### config.mk
export PLATFORM = sky130hd
export DESIGN_NAME = det_stream_engine_flat
export DESIGN_NICKNAME = d
export VERILOG_FILES = /design/src/rtl/det_stream_engine_if.sv /design/src/rtl/det_stream_engine.sv /design/src/flat_wrapper.sv
export SDC_FILE = /design/constraint.sdc
export NUM_CORES = 1
export LEC_CHECK = 0
export BUFFER_PORTS_ARGS = -buffer_cell sky130_fd_sc_hd__buf_2
export CORE_ASPECT_RATIO = 0.6
export CORE_MARGIN = 3
export CORE_UTILIZATION = 30
export CTS_CLUSTER_DIAMETER = 50
export CTS_CLUSTER_SIZE = 20
export DETAILED_ROUTE_END_ITERATION = 6
export HOLD_SLACK_MARGIN = 0.08
export PLACE_DENSITY = 0.47
export SYNTH_ARGS = -nofsm -noshare
export SYNTH_HDL_FRONTEND = slang
export SYNTH_SLANG_ARGS = --single-unit
### constraint.sdc
create_clock -name clk -period 3.5 [get_ports clk]
set_input_delay 0.175 -clock clk [delete_from_list [all_inputs] [get_ports clk]]
set_output_delay 0.175 -clock clk [all_outputs]
set_load 0.02 [all_outputs]
### src/rtl/det_stream_engine_if.sv
// det_stream_engine_if: control, ROM and result signals of the determinant
// stream engine. The engine connects through the master modport; the
// environment (ROM, sequencer, result consumer) uses the slave modport.
interface det_stream_engine_if #(
  parameter int DW = 4,
  parameter int AW = 4
);
  logic            start;
  logic [AW-1:0]   base_addr;
  logic [AW:0]     run_len;
  logic            hold;
  logic [AW-1:0]   rom_addr;
  logic [4*DW-1:0] rom_data;
  logic [2*DW:0]   det_out;
  logic            det_valid;
  logic            busy;
  logic            done;

  modport master (
    input  start, base_addr, run_len, hold, rom_data,
    output rom_addr, det_out, det_valid, busy, done
  );

  modport slave (
    output start, base_addr, run_len, hold, rom_data,
    input  rom_addr, det_out, det_valid, busy, done
  );
endinterface

### src/rtl/det_stream_engine.sv
// det_stream_engine: streams run_len packed words from an asynchronous ROM,
// starting at base_addr, and computes det = a*d - b*c for each word through
// a three-stage pipeline (operand latch, products, subtract).
// Optional build macro: DET_ACC_EN adds acc_out, a running sum of every
// result of the current run, cleared when a start is accepted.
module det_stream_engine #(
  parameter int DW          = 4,
  parameter int AW          = 4,
  parameter int SIGNED_MODE = 0
) (
  input  logic clk,
  input  logic reset,
  det_stream_engine_if.master bus
`ifdef DET_ACC_EN
  ,
  output logic [2*DW+AW:0] acc_out
`endif
);

  // Sign-extension enable: operands and products extend with their MSB
  // only in signed mode, otherwise with zeros.
  localparam logic          SX      = (SIGNED_MODE != 0);
  localparam logic [AW-1:0] PC_ONE  = 1;
  localparam logic [AW:0]   REM_ONE = 1;

  typedef enum logic [1:0] {IDLE, RUN, DRAIN, DONE} state_t;

  state_t          state_reg, state_next;
  logic [AW-1:0]   pc_reg, pc_next;
  logic [AW:0]     rem_reg, rem_next;
  logic            issue;
  logic            accept;

  logic [4*DW-1:0] op_reg;
  logic [2*DW-1:0] op_x [4];
  logic            s1_valid_reg, s2_valid_reg, s3_valid_reg;
  logic [2*DW-1:0] ad_reg, bc_reg, ad_next, bc_next;
  logic [2*DW:0]   det_reg, det_next;

  // Sequencer: start acceptance, word issue, drain and done; hold freezes it.
  always_comb begin
    state_next = state_reg;
    pc_next    = pc_reg;
    rem_next   = rem_reg;
    issue      = 1'b0;
    accept     = 1'b0;
    if (!bus.hold) begin
      case (state_reg)
        IDLE: begin
          if (bus.start) begin
            accept   = 1'b1;
            rem_next = bus.run_len;
            if (bus.run_len == '0) begin
              state_next = DONE;
            end else begin
              pc_next    = bus.base_addr;
              state_next = RUN;
            end
          end
        end
        RUN: begin
          issue    = 1'b1;
          pc_next  = pc_reg + PC_ONE;
          rem_next = rem_reg - REM_ONE;
          if (rem_reg == REM_ONE) state_next = DRAIN;
        end
        DRAIN: begin
          // S3 empties on the next edge once S1 and S2 are empty, so DONE
          // lines up with the cycle after the last result.
          if (!s1_valid_reg && !s2_valid_reg) state_next = DONE;
        end
        DONE: state_next = IDLE;
        default: state_next = IDLE;
      endcase
    end
  end

  // Sequencer state registers.
  always_ff @(posedge clk) begin
    if (reset) begin
      state_reg <= IDLE;
      pc_reg    <= '0;
      rem_reg   <= '0;
    end else begin
      state_reg <= state_next;
      pc_reg    <= pc_next;
      rem_reg   <= rem_next;
    end
  end

  // Operand unpack: field 0=a, 1=c, 2=d, 3=b, each widened for the multiply.
  generate
    for (genvar gi = 0; gi < 4; gi++) begin : g_operand
      assign op_x[gi] = {{DW{SX & op_reg[gi*DW+DW-1]}}, op_reg[gi*DW +: DW]};
    end
  endgenerate

  // Widened operands make the 2*DW-bit product exact in both modes.
  assign ad_next  = op_x[0] * op_x[2];
  assign bc_next  = op_x[3] * op_x[1];
  assign det_next = {SX & ad_reg[2*DW-1], ad_reg} - {SX & bc_reg[2*DW-1], bc_reg};

  // Pipeline stages with valid bits; results hold between valid cycles.
  always_ff @(posedge clk) begin
    if (reset) begin
      s1_valid_reg <= 1'b0;
      s2_valid_reg <= 1'b0;
      s3_valid_reg <= 1'b0;
      op_reg       <= '0;
      ad_reg       <= '0;
      bc_reg       <= '0;
      det_reg      <= '0;
    end else if (!bus.hold) begin
      s1_valid_reg <= issue;
      s2_valid_reg <= s1_valid_reg;
      s3_valid_reg <= s2_valid_reg;
      if (issue) op_reg <= bus.rom_data;
      if (s1_valid_reg) begin
        ad_reg <= ad_next;
        bc_reg <= bc_next;
      end
      if (s2_valid_reg) det_reg <= det_next;
    end
  end

`ifdef DET_ACC_EN
  logic [2*DW+AW:0] acc_reg;

  // Run accumulator: cleared on accepted start, sums each emitted result.
  always_ff @(posedge clk) begin
    if (reset) begin
      acc_reg <= '0;
    end else if (!bus.hold) begin
      if (accept) acc_reg <= '0;
      else if (s3_valid_reg) acc_reg <= acc_reg + {{AW{det_reg[2*DW]}}, det_reg};
    end
  end

  assign acc_out = acc_reg;
`endif

  assign bus.rom_addr  = pc_reg;
  assign bus.det_out   = det_reg;
  assign bus.det_valid = s3_valid_reg & ~bus.hold;
  assign bus.busy      = (state_reg == RUN) || (state_reg == DRAIN);
  assign bus.done      = (state_reg == DONE) && !bus.hold;

endmodule

### src/flat_wrapper.sv
// flat-port wrapper written by rule: the top's interface ports become plain ports
module det_stream_engine_flat 
#(
  parameter int DW          = 4,
  parameter int AW          = 4,
  parameter int SIGNED_MODE = 0
)
  (clk, reset, bus_start, bus_base_addr, bus_run_len, bus_hold, bus_rom_data, bus_rom_addr, bus_det_out, bus_det_valid, bus_busy, bus_done);
  det_stream_engine_if #(.DW(DW), .AW(AW)) bus_i ();
  input  logic clk;
  input  logic reset;
  input wire logic [$bits(bus_i.start)-1:0] bus_start;
  input wire logic [$bits(bus_i.base_addr)-1:0] bus_base_addr;
  input wire logic [$bits(bus_i.run_len)-1:0] bus_run_len;
  input wire logic [$bits(bus_i.hold)-1:0] bus_hold;
  input wire logic [$bits(bus_i.rom_data)-1:0] bus_rom_data;
  output wire logic [$bits(bus_i.rom_addr)-1:0] bus_rom_addr;
  output wire logic [$bits(bus_i.det_out)-1:0] bus_det_out;
  output wire logic [$bits(bus_i.det_valid)-1:0] bus_det_valid;
  output wire logic [$bits(bus_i.busy)-1:0] bus_busy;
  output wire logic [$bits(bus_i.done)-1:0] bus_done;
  assign bus_i.start = bus_start;
  assign bus_i.base_addr = bus_base_addr;
  assign bus_i.run_len = bus_run_len;
  assign bus_i.hold = bus_hold;
  assign bus_i.rom_data = bus_rom_data;
  assign bus_rom_addr = bus_i.rom_addr;
  assign bus_det_out = bus_i.det_out;
  assign bus_det_valid = bus_i.det_valid;
  assign bus_busy = bus_i.busy;
  assign bus_done = bus_i.done;
  det_stream_engine #(.DW(DW), .AW(AW), .SIGNED_MODE(SIGNED_MODE)) u_core (.clk(clk), .reset(reset), .bus(bus_i));
endmodule
==> impl_table.tex <==
\begin{tabular}{lr}
\hline
Metric & Value \\
\hline
\multicolumn{2}{l}{\textbf{Placed design}} \\
\quad \# port buffers & 44 \\
\quad Placed wire-length estimate & around 6300 um \\
\quad RePlAce Congestion & around 0.76 \\
\multicolumn{2}{l}{\textbf{Floorplanning}} \\
\quad Die Outline Area & roughly 0.013 mm2 \\
\quad Effective utilization at floorplan & about a third \\
\quad Core footprint & between 0.01 and 0.015 mm2 \\
\quad Floorplan die width & around 140 um \\
\quad Height of the die & between 80 and 90 um \\
\quad Core Rows & 29 \\
\quad Number of I/O pins & 45 \\
\multicolumn{2}{l}{\textbf{Cells and area}} \\
\quad Number of nets in the final layout & 533 \\
\quad Combined flip-flop and latch cell area & between 0.001 and 0.0015 mm2 \\
\quad Ratio of cells with drive above 1 in the final layout & 13.8\% \\
\quad Area of the multi-input gates & 0.00217 mm2 \\
\quad P\&R area growth vs syn & 14.8\% \\
\quad ANT cells & 0 \\
\quad Layout filler cell count & $\sim$1100 \\
\quad Max FFs per register & 16 \\
\multicolumn{2}{l}{\textbf{Synth}} \\
\quad Area of the mapped netlist & approximately 0.0034 mm2 \\
\quad Share of synthesized registers carrying an async set or reset & 0\% \\
\quad Ys Warns & 0 \\
\quad Post-synth top area cell & sky130\_fd\_sc\_hd\_\_dfxtp\_1 \\
\quad Synth Flop Type & sky130\_fd\_sc\_hd\_\_dfxtp\_1 \\
\quad Post-synthesis register bit count & 55 \\
\quad Syn\_nets & between 400 and 500 \\
\quad EDFF count, synth & 0 \\
\quad Most frequently used cell type in the post-synthesis netlist & sky130\_fd\_sc\_hd\_\_nand2\_1 \\
\quad Synth top area share & between 30\% and 40\% \\
\quad Register area share after synthesis & roughly 32\% \\
\quad Average size of a mapped cell & 8.16 um2 \\
\quad Post-synthesis instance total & between 400 and 500 \\
\quad Main area contributors after synthesis & sky130\_fd\_sc\_hd\_\_dfxtp\_1 32\%, sky130\_fd\_sc\_hd\_\_ha\_1 14\%, sky130\_fd\_sc\_hd\_\_nand2\_1 8.9\% \\
\quad Most used standard cells in the synthesized netlist & 81 x sky130\_fd\_sc\_hd\_\_nand2\_1, 55 x sky130\_fd\_sc\_hd\_\_dfxtp\_1, 47 x sky130\_fd\_sc\_hd\_\_a21oi\_1 \\
\quad Synth cell types & about 40 \\
\multicolumn{2}{l}{\textbf{Power and ir drop}} \\
\quad Max VDD drop & approximately 0.19 mV \\
\quad Power density cells & $\sim$360 mW/mm2 \\
\quad Leakage power figure & 1.72 nW \\
\multicolumn{2}{l}{\textbf{Critical path}} \\
\quad Startpoint type of the worst setup path & register \\
\quad Required time worst endpoint & between 3 and 4 ns \\
\quad Largest fanout on the critical path & 5 \\
\quad Endpoint type of the worst setup path & register \\
\quad Data arrival time at the worst-slack endpoint & 3.13 ns \\
\quad Critical path class & reg2reg \\
\multicolumn{2}{l}{\textbf{Global route}} \\
\quad Pin count of the biggest net entering global routing & 24 \\
\quad Total overflow reported by the global router & 0 \\
\quad Wire length of the first global-routing pass & 13800 um \\
\quad Antenna violations before repair & 0 \\
\quad Vias in the first global route & about 2800 \\
\quad Total track usage & 13.5\% \\
\multicolumn{2}{l}{\textbf{Timing}} \\
\quad Final worst path period need & 2.95 ns \\
\quad Setup repair after global routing missed its margin & false \\
\quad Post-route setup TNS & 0 ns \\
\quad Final number of setup-violating endpoints & 0 \\
\quad Slew of the pin with the lowest slew margin & between 0.6 and 0.7 ns \\
\quad Slew margin rel. & between 50\% and 60\% \\
\quad Portion of the clock cycle consumed by the worst path in the final layout & a little over four fifths \\
\quad Number of slew-limit violations in the final report & 0 \\
\quad Final hold slack & about 0.11 ns \\
\quad Count of final hold-check violations & 0 \\
\quad F\_max & 339 MHz \\
\quad Final worst clock skew & 0.0104 ns \\
\multicolumn{2}{l}{\textbf{Clock network}} \\
\quad TritonCTS clock tree & done \\
\quad \# resized after CTS & 0 \\
\quad Clock edge transition at the registers on the reported setup and hold paths & $\sim$0.08 ns \\
\quad CTS sink count & 55 \\
\quad Buffer levels on the longest clock path & 2 \\
\quad Number of CTS-inserted buffers & 5 \\
\quad Number of buffers inserted to repair setup after CTS & 0 \\
\quad Clock insertion delay at the later pin of the skew report & 0.30 ns \\
\quad CTS root buf & sky130\_fd\_sc\_hd\_\_clkbuf\_16 \\
\quad Hold buffer count at CTS & 0 \\
\quad Number of levels in the clock H-tree & 2 \\
\multicolumn{2}{l}{\textbf{Detailed routing}} \\
\quad Number of vias after detailed routing & 2914 \\
\quad Count of nets left with antenna violations after detail routing & 0 \\
\quad Detailed-route DRC error count & 0 \\
\quad Initial drt markers & 122 \\
\quad Vias per Instance & 4.89 \\
\quad Routed wire per std cell & about 14 um \\
\quad Detailed-router iteration count before antenna repair & 4 \\
\quad Overall routed net length & 8060 um \\
\multicolumn{2}{l}{\textbf{Run status}} \\
\quad Run status & finished clean \\
\multicolumn{2}{l}{\textbf{Min path}} \\
\quad Class of the worst hold path & in2reg \\
\multicolumn{2}{l}{\textbf{Run}} \\
\quad Max Cap Viol & 0 \\
\hline
\end{tabular}
worst max-delay path, stage by stage (launching register included):
cell and delay [ns]:
sky130_fd_sc_hd__dfxtp_1 0.39, sky130_fd_sc_hd__nand2_1 0.10, sky130_fd_sc_hd__fa_1 0.55, sky130_fd_sc_hd__inv_1 0.06, sky130_fd_sc_hd__fa_1 0.52, sky130_fd_sc_hd__ha_1 0.32, sky130_fd_sc_hd__a21o_1 0.20, sky130_fd_sc_hd__a211oi_1 0.24
sky130_fd_sc_hd__nor2_1 0.09, sky130_fd_sc_hd__o311ai_0 0.37
cells by family after synthesis:
group,after synthesis,share of synthesized area (%)
compound gates,97,17.6
xor+xnor,7,1.79
fa+ha+maj,48,19.5
buf+inv,39,4.35
flops,55,32.2
mux,2,0.585
simple gates,171,23.9
routing by layer:
| metal | wire, um | global-route usage (%) | share of wire (%) |
|---|---|---|---|
| met1 | 4670 | 21.0 | 58 |
| met2 | 3140 | 19.0 | 39 |
| met3 | 184 | 2.92 | 2.3 |
| met4 | 67 | 2.82 | 0.83 |
| met5 | 0 | 0 | 0 |
power breakdown:
part,internal [mW],switching [mW]
Combinational,0.0786,0.125
Sequential,0.650,0.0261
Clock,0.269,0.251
Total,0.998,0.402
through the flow:
| stage | cells | utilization (%) | total power [mW] | setup WS [ns] | instance area (um2) |
|---|---|---|---|---|---|
| 2_1_floorplan | 419 | - | 0.830 | 0.799 | 3420 |
| 3_3_place_gp | 588 | 34.8 | 0.892 | 0.709 | 3780 |
| 3_5_place_dp | 588 | 34.8 | 0.896 | 0.571 | 3780 |
| 4_1_cts | 596 | 36.2 | 1.42 | 0.546 | 3930 |
| 5_1_grt | 596 | 36.2 | 1.48 | 0.383 | 3930 |
| 6_report | 596 | 36.2 | 1.40 | 0.553 | 3930 |
layout make-up:
| class | count | share of cell area, % |
|---|---|---|
| Inverter | 20 | 1.91 |
| Tap cell | 139 | 4.43 |
| Timing Repair Buffer | 49 | 6.57 |
| Multi-Input combinational cell | 325 | 55.3 |
| Clock buffer | 5 | 3.19 |
| Clock inverter | 3 | 0.574 |
| Sequential cell | 55 | 28.1 |
path summary, 6_finish.rpt:
| check | end | depth (start not counted) | slack [ns] | start |
|---|---|---|---|---|
| setup reg to reg | u_core.bc_reg[7]$_SDFFE_PP0P_ | 9 | 0.55 | u_core.op_reg[7]$_SDFFE_PP0P_ |
| setup / recovery | u_core.bc_reg[7]$_SDFFE_PP0P_ | 9 | 0.55 | u_core.op_reg[7]$_SDFFE_PP0P_ |
| hold reg to reg | u_core.bus.det_out[8]$_SDFFE_PP0P_ | 2 | 0.45 | u_core.bus.det_out[8]$_SDFFE_PP0P_ |
| hold / removal | u_core.op_reg[7]$_SDFFE_PP0P_ | 3 | 0.11 | bus_rom_data[7] |
layout by cell type (no fill, tap or decap), types with 6 or more instances in the layout:
cell type                  Yosys  final
sky130_fd_sc_hd__a21o_1        6      6
sky130_fd_sc_hd__nand3_1       9      9
sky130_fd_sc_hd__fa_1          9      9
sky130_fd_sc_hd__and2_1       24     24
sky130_fd_sc_hd__nand2_1      81     81
sky130_fd_sc_hd__o21ai_0      10     10
sky130_fd_sc_hd__ha_1         39     39
sky130_fd_sc_hd__nor2_1       24     24
sky130_fd_sc_hd__dfxtp_1      55     55
sky130_fd_sc_hd__buf_2         2     44
sky130_fd_sc_hd__nor2b_1       6      6
sky130_fd_sc_hd__a21oi_1      47     47
sky130_fd_sc_hd__inv_1        20     20
sky130_fd_sc_hd__a211oi_1     13     13
No activity file was read; power rests on OpenSTA's default activity.
